===== src/rtl/inst_fetcher_pkg.sv =====
// Shared definitions for the fetch front end: RISC-V opcodes used for next-PC prediction,
// the instruction-queue entry layout, the fetch FSM state type and immediate decoders.
// The opcode constants and entry width are also used by the decoder.
package inst_fetcher_pkg;

    localparam logic [6:0] OP_JAL    = 7'b1101111;
    localparam logic [6:0] OP_JALR   = 7'b1100111;
    localparam logic [6:0] OP_BRANCH = 7'b1100011;

    typedef struct packed {
        logic [31:0] inst;
        logic [31:0] pc;
        logic        jump;
    } iq_entry_t;

    localparam int unsigned IQ_ENTRY_W = $bits(iq_entry_t);

    typedef enum logic [1:0] {
        StFetch,
        StWait,
        StDrop
    } fetch_state_e;

    // J-type immediate, sign-extended.
    function automatic logic [31:0] imm_j(input logic [31:0] inst);
        return {{12{inst[31]}}, inst[19:12], inst[20], inst[30:21], 1'b0};
    endfunction

    // B-type immediate, sign-extended.
    function automatic logic [31:0] imm_b(input logic [31:0] inst);
        return {{20{inst[31]}}, inst[7], inst[30:25], inst[11:8], 1'b0};
    endfunction

endpackage


===== src/rtl/inst_fetcher_iq.sv =====
// In-order instruction queue: circular FIFO of packed fetch entries.
// Ports:
//   clk, rst_n      clock, asynchronous active-low reset
//   push, push_data write one entry at the tail (caller guarantees !full or same-cycle pop)
//   pop             drop the head entry (caller guarantees !empty)
//   flush           synchronous clear of pointers and count; wins over push/pop
//   head_data       entry at the head (meaningless while empty)
//   empty, full     occupancy flags
module inst_fetcher_iq
    import inst_fetcher_pkg::*;
#(
    parameter int unsigned DEPTH = 8
) (
    input  logic                  clk,
    input  logic                  rst_n,
    input  logic                  push,
    input  logic [IQ_ENTRY_W-1:0] push_data,
    input  logic                  pop,
    input  logic                  flush,
    output logic [IQ_ENTRY_W-1:0] head_data,
    output logic                  empty,
    output logic                  full
);

    localparam int unsigned PtrW = $clog2(DEPTH);
    localparam int unsigned CntW = PtrW + 1;

    logic [IQ_ENTRY_W-1:0] mem_q [DEPTH];
    logic [PtrW-1:0]       wr_ptr_q, rd_ptr_q;
    logic [CntW-1:0]       count_q;

    assign empty     = (count_q == '0);
    assign full      = (count_q == CntW'(DEPTH));
    assign head_data = mem_q[rd_ptr_q];

    always_ff @(posedge clk or negedge rst_n) begin
        if (!rst_n) begin
            wr_ptr_q <= '0;
            rd_ptr_q <= '0;
            count_q  <= '0;
        end else if (flush) begin
            wr_ptr_q <= '0;
            rd_ptr_q <= '0;
            count_q  <= '0;
        end else begin
            if (push) begin
                wr_ptr_q <= wr_ptr_q + 1'b1;
            end
            if (pop) begin
                rd_ptr_q <= rd_ptr_q + 1'b1;
            end
            if (push && !pop) begin
                count_q <= count_q + 1'b1;
            end else if (pop && !push) begin
                count_q <= count_q - 1'b1;
            end
        end
    end

    // Data storage needs no reset; the head is only observed while the queue is non-empty.
    always_ff @(posedge clk) begin
        if (push && !flush) begin
            mem_q[wr_ptr_q] <= push_data;
        end
    end

endmodule


===== src/rtl/inst_fetcher.sv =====
// Fetch stage: PC generation, single-outstanding icache request FSM, next-PC prediction and
// an in-order instruction queue whose head feeds the dispatcher through if_*.
// Optional feature macro: FETCH_BHT_EN adds a table of 2-bit saturating counters for
// conditional-branch prediction; without it branches are predicted not-taken.
// Ports:
//   clk, rst_n                 clock, asynchronous active-low reset
//   rdy                        global enable; all state frozen while low
//   wrong_commit, redirect_pc  mispredict flush and corrected PC
//   ic_req_valid, ic_req_pc    icache request (held until response)
//   ic_resp_valid, ic_resp_inst icache response
//   issue_stall                dispatcher back-pressure
//   if_valid/if_inst/if_pc/if_jump  queue head toward the dispatcher
//   bht_upd_valid/pc/taken     resolved-branch training (FETCH_BHT_EN only)
module inst_fetcher
    import inst_fetcher_pkg::*;
#(
    parameter int unsigned IQ_DEPTH  = 8,
    parameter logic [31:0] RESET_PC  = 32'h0,
    parameter int unsigned BHT_IDX_W = 6
) (
    input  logic        clk,
    input  logic        rst_n,
    input  logic        rdy,
    input  logic        wrong_commit,
    input  logic [31:0] redirect_pc,
    output logic        ic_req_valid,
    output logic [31:0] ic_req_pc,
    input  logic        ic_resp_valid,
    input  logic [31:0] ic_resp_inst,
    input  logic        issue_stall,
    output logic        if_valid,
    output logic [31:0] if_inst,
    output logic [31:0] if_pc,
    output logic        if_jump,
    input  logic        bht_upd_valid,
    input  logic [31:0] bht_upd_pc,
    input  logic        bht_upd_taken
);

    fetch_state_e state_q, state_d;
    logic [31:0]  pc_q, pc_d;
    logic         req_valid_q, req_valid_d;
    logic [31:0]  req_pc_q, req_pc_d;

    logic                  iq_push, iq_pop, iq_flush;
    logic                  iq_empty, iq_full;
    logic [IQ_ENTRY_W-1:0] iq_head_data;
    iq_entry_t             iq_head, iq_new;

    logic        pred_taken;
    logic [31:0] resp_next_pc;
    logic        resp_jump;

    // ---------------- branch prediction ----------------
`ifdef FETCH_BHT_EN
    localparam int unsigned BhtEntries = 1 << BHT_IDX_W;

    logic [1:0]           bht_q [BhtEntries];
    logic [BHT_IDX_W-1:0] lookup_idx, upd_idx;
    logic                 unused_upd_pc_bits;

    assign lookup_idx = req_pc_q[BHT_IDX_W+1:2];
    assign upd_idx    = bht_upd_pc[BHT_IDX_W+1:2];
    assign pred_taken = bht_q[lookup_idx][1];
    assign unused_upd_pc_bits = ^{bht_upd_pc[31:BHT_IDX_W+2], bht_upd_pc[1:0]};

    always_ff @(posedge clk or negedge rst_n) begin
        if (!rst_n) begin
            for (int i = 0; i < BhtEntries; i++) begin
                bht_q[i] <= 2'b01;
            end
        end else if (rdy && bht_upd_valid) begin
            if (bht_upd_taken && bht_q[upd_idx] != 2'b11) begin
                bht_q[upd_idx] <= bht_q[upd_idx] + 2'b01;
            end else if (!bht_upd_taken && bht_q[upd_idx] != 2'b00) begin
                bht_q[upd_idx] <= bht_q[upd_idx] - 2'b01;
            end
        end
    end
`else
    logic                 unused_bht;
    logic [BHT_IDX_W-1:0] unused_bht_idx;

    assign pred_taken     = 1'b0;
    assign unused_bht     = ^{bht_upd_valid, bht_upd_pc, bht_upd_taken};
    assign unused_bht_idx = '0;
`endif

    // ---------------- next-PC for the returning instruction ----------------
    // req_pc_q is the address of the instruction carried by the current response.
    always_comb begin
        resp_next_pc = req_pc_q + 32'd4;
        resp_jump    = 1'b0;
        case (ic_resp_inst[6:0])
            OP_JAL: begin
                resp_next_pc = req_pc_q + imm_j(ic_resp_inst);
                resp_jump    = 1'b1;
            end
            OP_BRANCH: begin
                if (pred_taken) begin
                    resp_next_pc = req_pc_q + imm_b(ic_resp_inst);
                    resp_jump    = 1'b1;
                end
            end
            // Register-indirect target is unknown here; fall through sequentially.
            OP_JALR: ;
            default: ;
        endcase
    end

    assign iq_new = '{inst: ic_resp_inst, pc: req_pc_q, jump: resp_jump};

    // ---------------- fetch FSM ----------------
    always_comb begin
        state_d     = state_q;
        pc_d        = pc_q;
        req_valid_d = req_valid_q;
        req_pc_d    = req_pc_q;
        iq_push     = 1'b0;
        iq_pop      = 1'b0;
        iq_flush    = 1'b0;

        if (rdy) begin
            if (wrong_commit) begin
                iq_flush = 1'b1;
                pc_d     = redirect_pc;
                // A request still in flight must have its response swallowed.
                if (state_q != StFetch && !ic_resp_valid) begin
                    state_d = StDrop;
                end else begin
                    state_d     = StFetch;
                    req_valid_d = 1'b0;
                end
            end else begin
                iq_pop = !iq_empty && !issue_stall;
                unique case (state_q)
                    StFetch: begin
                        // Nothing is outstanding here, so a free slot guarantees the
                        // response will fit even with no pop.
                        if (!iq_full) begin
                            req_valid_d = 1'b1;
                            req_pc_d    = pc_q;
                            state_d     = StWait;
                        end
                    end
                    StWait: begin
                        if (ic_resp_valid) begin
                            iq_push     = 1'b1;
                            pc_d        = resp_next_pc;
                            req_valid_d = 1'b0;
                            state_d     = StFetch;
                        end
                    end
                    StDrop: begin
                        if (ic_resp_valid) begin
                            req_valid_d = 1'b0;
                            state_d     = StFetch;
                        end
                    end
                    default: state_d = StFetch;
                endcase
            end
        end
    end

    always_ff @(posedge clk or negedge rst_n) begin
        if (!rst_n) begin
            state_q     <= StFetch;
            pc_q        <= RESET_PC;
            req_valid_q <= 1'b0;
            req_pc_q    <= RESET_PC;
        end else begin
            state_q     <= state_d;
            pc_q        <= pc_d;
            req_valid_q <= req_valid_d;
            req_pc_q    <= req_pc_d;
        end
    end

    assign ic_req_valid = req_valid_q;
    assign ic_req_pc    = req_pc_q;

    // ---------------- instruction queue ----------------
    inst_fetcher_iq #(
        .DEPTH (IQ_DEPTH)
    ) u_iq (
        .clk       (clk),
        .rst_n     (rst_n),
        .push      (iq_push),
        .push_data (iq_new),
        .pop       (iq_pop),
        .flush     (iq_flush),
        .head_data (iq_head_data),
        .empty     (iq_empty),
        .full      (iq_full)
    );

    assign iq_head  = iq_entry_t'(iq_head_data);
    assign if_valid = !iq_empty;
    assign if_inst  = iq_empty ? 32'h0 : iq_head.inst;
    assign if_pc    = iq_empty ? 32'h0 : iq_head.pc;
    assign if_jump  = iq_empty ? 1'b0  : iq_head.jump;

endmodule

===== config.mk =====
export PLATFORM = sky130hd
export DESIGN_NAME = inst_fetcher
export DESIGN_NICKNAME = d
export VERILOG_FILES = /design/src/rtl/inst_fetcher_pkg.sv /design/src/rtl/inst_fetcher_iq.sv /design/src/rtl/inst_fetcher.sv
export SDC_FILE = /design/constraint.sdc
export NUM_CORES = 1
export LEC_CHECK = 0
export BUFFER_PORTS_ARGS = -buffer_cell sky130_fd_sc_hd__buf_2
export CORE_ASPECT_RATIO = 1.25
export CORE_MARGIN = 2
export CORE_UTILIZATION = 50
export CTS_CLUSTER_DIAMETER = 30
export DETAILED_ROUTE_END_ITERATION = 8
export HOLD_SLACK_MARGIN = 0.15
export PLACE_DENSITY_LB_ADDON = 0.15
export SLEW_MARGIN = 20
export SYNTH_ARGS = -nofsm -noshare
export SYNTH_HDL_FRONTEND = slang
export SYNTH_HIERARCHICAL = 1
export SYNTH_SLANG_ARGS = --single-unit

===== constraint.sdc =====
create_clock -name clk -period 7.8 [get_ports clk]
set_clock_uncertainty 0.1 [all_clocks]
set_input_delay 0.39 -clock clk [delete_from_list [all_inputs] [get_ports clk]]
set_output_delay 0.39 -clock clk [all_outputs]
set_load 0.05 [all_outputs]

==> metrics.md <==
| Metric | Value |
|---|---|
| Share of layout cells above drive strength 1 | `32.6%` |
| Class of the most critical setup path | `reg2out` |
| Number of vias per cell | `5.75` |
| Overflow left after global routing | `0` |
| Growth of design area from synthesis to finish | `22.9%` |
| Normalized max-slew margin | `26.9%` |
| Number of clock buffers inserted by TritonCTS | `100` |
| Yosys warns | `6` |
| Root buffer cell | `sky130_fd_sc_hd__clkbuf_16` |
| Die height | `258 µm` |
| Total design power | `0.0126 W` |
| Detailed-router iteration count before antenna repair | `5` |
| All-layer global routing usage | `22.9%` |
| Clock insertion delay at the later pin of the skew report | `0.67 ns` |
| Result of the run | `finished clean` |
| Type of the most critical hold path | `in2reg` |
| Post-route fraction of the period consumed by the critical path | `56.7%` |
| Number of unique standard cell types used by synthesis | `56` |
| I/O Pins | `203` |
| Wire length of the first global-routing pass | `92,100 µm` |
| Top cell type by total area after synthesis | `sky130_fd_sc_hd__edfxtp_1` |
| Share of the synthesized area in the top cell type | `60.6%` |
| Part of the Yosys area used for sequential elements | `68.1%` |
| Total of cells resized after clock tree synthesis | `0` |
| Top area cells in the synthesized netlist | `sky130_fd_sc_hd__edfxtp_1, sky130_fd_sc_hd__mux4_2, sky130_fd_sc_hd__dfrtp_1` |
| Wirelength, routed | `60,100 µm` |
| GP Congestion | `0.840` |
| Transition time of the tightest slew-check pin | `1.10 ns` |
| Number of antenna-violating nets in the routed design | `0` |
| Antenna violations before repair | `0` |
| DRC violations left | `0` |
| Antenna cells | `0` |
| Standard-cell rows | `93` |
| Predominant post-synthesis flop cell | `sky130_fd_sc_hd__edfxtp_1` |
| Cell Pwr Density | `397 nW/µm²` |
| Final core utilization | `61.9%` |
| Max Fclk | `226 MHz` |
| Arrival time reported for the critical path endpoint | `3.93 ns` |
| Number of input and output port buffers inserted | `168` |
| Post-synth ARST share | `12.9%` |
| Final setup violating endpoints | `0` |
| Maximum level of the CTS H-tree | `3` |
| Most common library cell in the layout ignoring fill and taps | `sky130_fd_sc_hd__edfxtp_1` |
| Placeable core area | `51,200 µm²` |
| CP startpoint kind | `flip-flop` |
| CTS tree | `yes` |
| Post-synthesis instance total | `1,512` |
| Number of nets produced by synthesis | `1,656` |
| Die outline area | `53,400 µm²` |
| Routed WL per cell | `23.6 µm` |
| Maximum buffer depth of the clock tree | `3` |
| Via count of the first global-routing pass | `15,440` |
| Post-place setup slack | `2.98 ns` |
| Initial Util | `50.3%` |
| Setup TNS | `0 ns` |
| Pin count of the biggest net entering global routing | `91` |
| Pleak | `11.2 nW` |
| Count of state elements after synthesis | `597` |
| Number of nets in the layout | `1,938` |
| Element type at the critical path end | `output pin` |
| Floorplan die width | `207 µm` |
| Post-detailed-placement half-perimeter wirelength | `33,900 µm` |
| Vias after detailed routing | `14,654` |
| Peak fanout along the critical path | `68` |
| Setup slack of the critical path after layout | `3.38 ns` |
| Max_cap viols | `0` |
| Number of flops mapped to enable cells by yosys | `520` |
| Critical path data required time | `7.31 ns` |
| Most frequent cells in the layout | `sky130_fd_sc_hd__edfxtp_1, sky130_fd_sc_hd__buf_2, sky130_fd_sc_hd__mux4_2` |
| Unrepaired setup endpoints after global routing | `no` |
| Post-synthesis average cell area | `17.0 µm²` |
| TritonCTS sink count | `597` |
| Peak VDD IR | `0.358 mV` |
| Cell area after synthesis | `25,800 µm²` |
| Clock period minus worst slack | `4.42 ns` |
| Final-report hold violation count | `0` |
| Clock edge transition at the registers on the reported setup and hold paths | `0.05 ns` |
| Fin. max-slew vios | `0` |
| Number of DRC markers in iteration 0 | `1,203` |
==> per-layer routing <==
layer  GRT usage, %  vias up  part of all wire [%]
met5              0        -                     0
met4           7.96        0                   2.3
met3           3.64       83                   5.0
met2           38.7      430                    50
met1           30.6     7593                    42
li1               -     6548                     -
==> through the flow <==
stage / hold WS [ns] / cell area (µm²) / cells
2_1_floorplan: -0.00559 / 25800 / 1512
3_3_place_gp: 0.356 / 27300 / 2289
3_5_place_dp: 0.367 / 27300 / 2289
4_1_cts: 0.172 / 31700 / 2546
5_1_grt: 0.239 / 31700 / 2547
6_report: 0.202 / 31700 / 2547
==> report_power, final <==
group	internal (W)	total, W	switching (W)
Clock	0.00301	0.00464	0.00163
Sequential	0.00386	0.00436	0.000499
Combinational	0.00129	0.00357	0.00228
==> critical path: stages (launching register included) <==
cell and delay (ns):
sky130_fd_sc_hd__dfrtp_4 1.13, sky130_fd_sc_hd__buf_4 0.93, sky130_fd_sc_hd__mux4_2 0.42, sky130_fd_sc_hd__mux2_2 0.29, sky130_fd_sc_hd__nor2b_1 0.16, sky130_fd_sc_hd__buf_2 0.29
==> synthesized netlist by cell type, types with 24 or more instances <==
cell type and instances:
sky130_fd_sc_hd__nor2_1 62, sky130_fd_sc_hd__clkbuf_1 51, sky130_fd_sc_hd__mux2_2 95, sky130_fd_sc_hd__a21o_1 24, sky130_fd_sc_hd__nand3_1 26, sky130_fd_sc_hd__ha_1 38
sky130_fd_sc_hd__o21ai_0 46, sky130_fd_sc_hd__mux4_2 130, sky130_fd_sc_hd__xnor2_1 34, sky130_fd_sc_hd__edfxtp_1 520, sky130_fd_sc_hd__dfrtp_1 77, sky130_fd_sc_hd__inv_1 24
sky130_fd_sc_hd__nand2_1 56, sky130_fd_sc_hd__nor2b_1 71, sky130_fd_sc_hd__a21oi_1 73
==> timing repair <==
item / in CTS / in global routing
hold buffers: 67 / 0
buffers inserted: 0 / 0
endpoints found under the hold margin: 370 / 0
==> state kept, by name (all words and copies together), names as in the netlist <==
signal and count:
ic_req_pc 32, u_iq/rd_ptr_q 3, pc_q 32, u_iq/mem_q 520, state_q 2, u_iq/wr_ptr_q 3, u_iq/count_q 4, ic_req_valid 1
==> path summary, 6_finish.rpt <==
path,depth (start not counted),startpoint,slack [ns],endpoint
setup / recovery,5,u_iq/rd_ptr_q[1]$_DFFE_PN0P_,3.38,if_pc[21]
hold / removal,3,rdy,0.20,state_q[0]$_DFFE_PN0P_
setup reg to reg,9,state_q[1]$_DFFE_PN0P_,3.51,u_iq/mem_q[3][6]$_DFFE_PP_
hold reg to reg,2,pc_q[3]$_DFFE_PN0P_,0.37,pc_q[3]$_DFFE_PN0P_
max in group asynchronous,2,rst_n,6.74,u_iq/rd_ptr_q[1]$_DFFE_PN0P_
min in group asynchronous,2,rst_n,0.25,ic_req_pc[28]$_DFFE_PN0P_
==> cells by family after synthesis <==
logic type	Yosys count	share of synthesized area [%]
fa+ha+maj	40	2.00
simple gates	281	5.64
xor+xnor	57	1.94
mux	231	15.7
flops	597	68.1
buf+inv	104	1.90
compound gates	202	4.73
==> cell type report <==
type                    instances  area [µm²]
well taps                     665         832
inverters                      24        90.1
clock inverters                78        1080
fillers                      3724       19500
flip-flops and latches        597       17600
repair buffers                260        1740
multi-input cells             811        7840
clock buffers                 112        2560
Note: power is estimated with default switching activity, not from simulation.
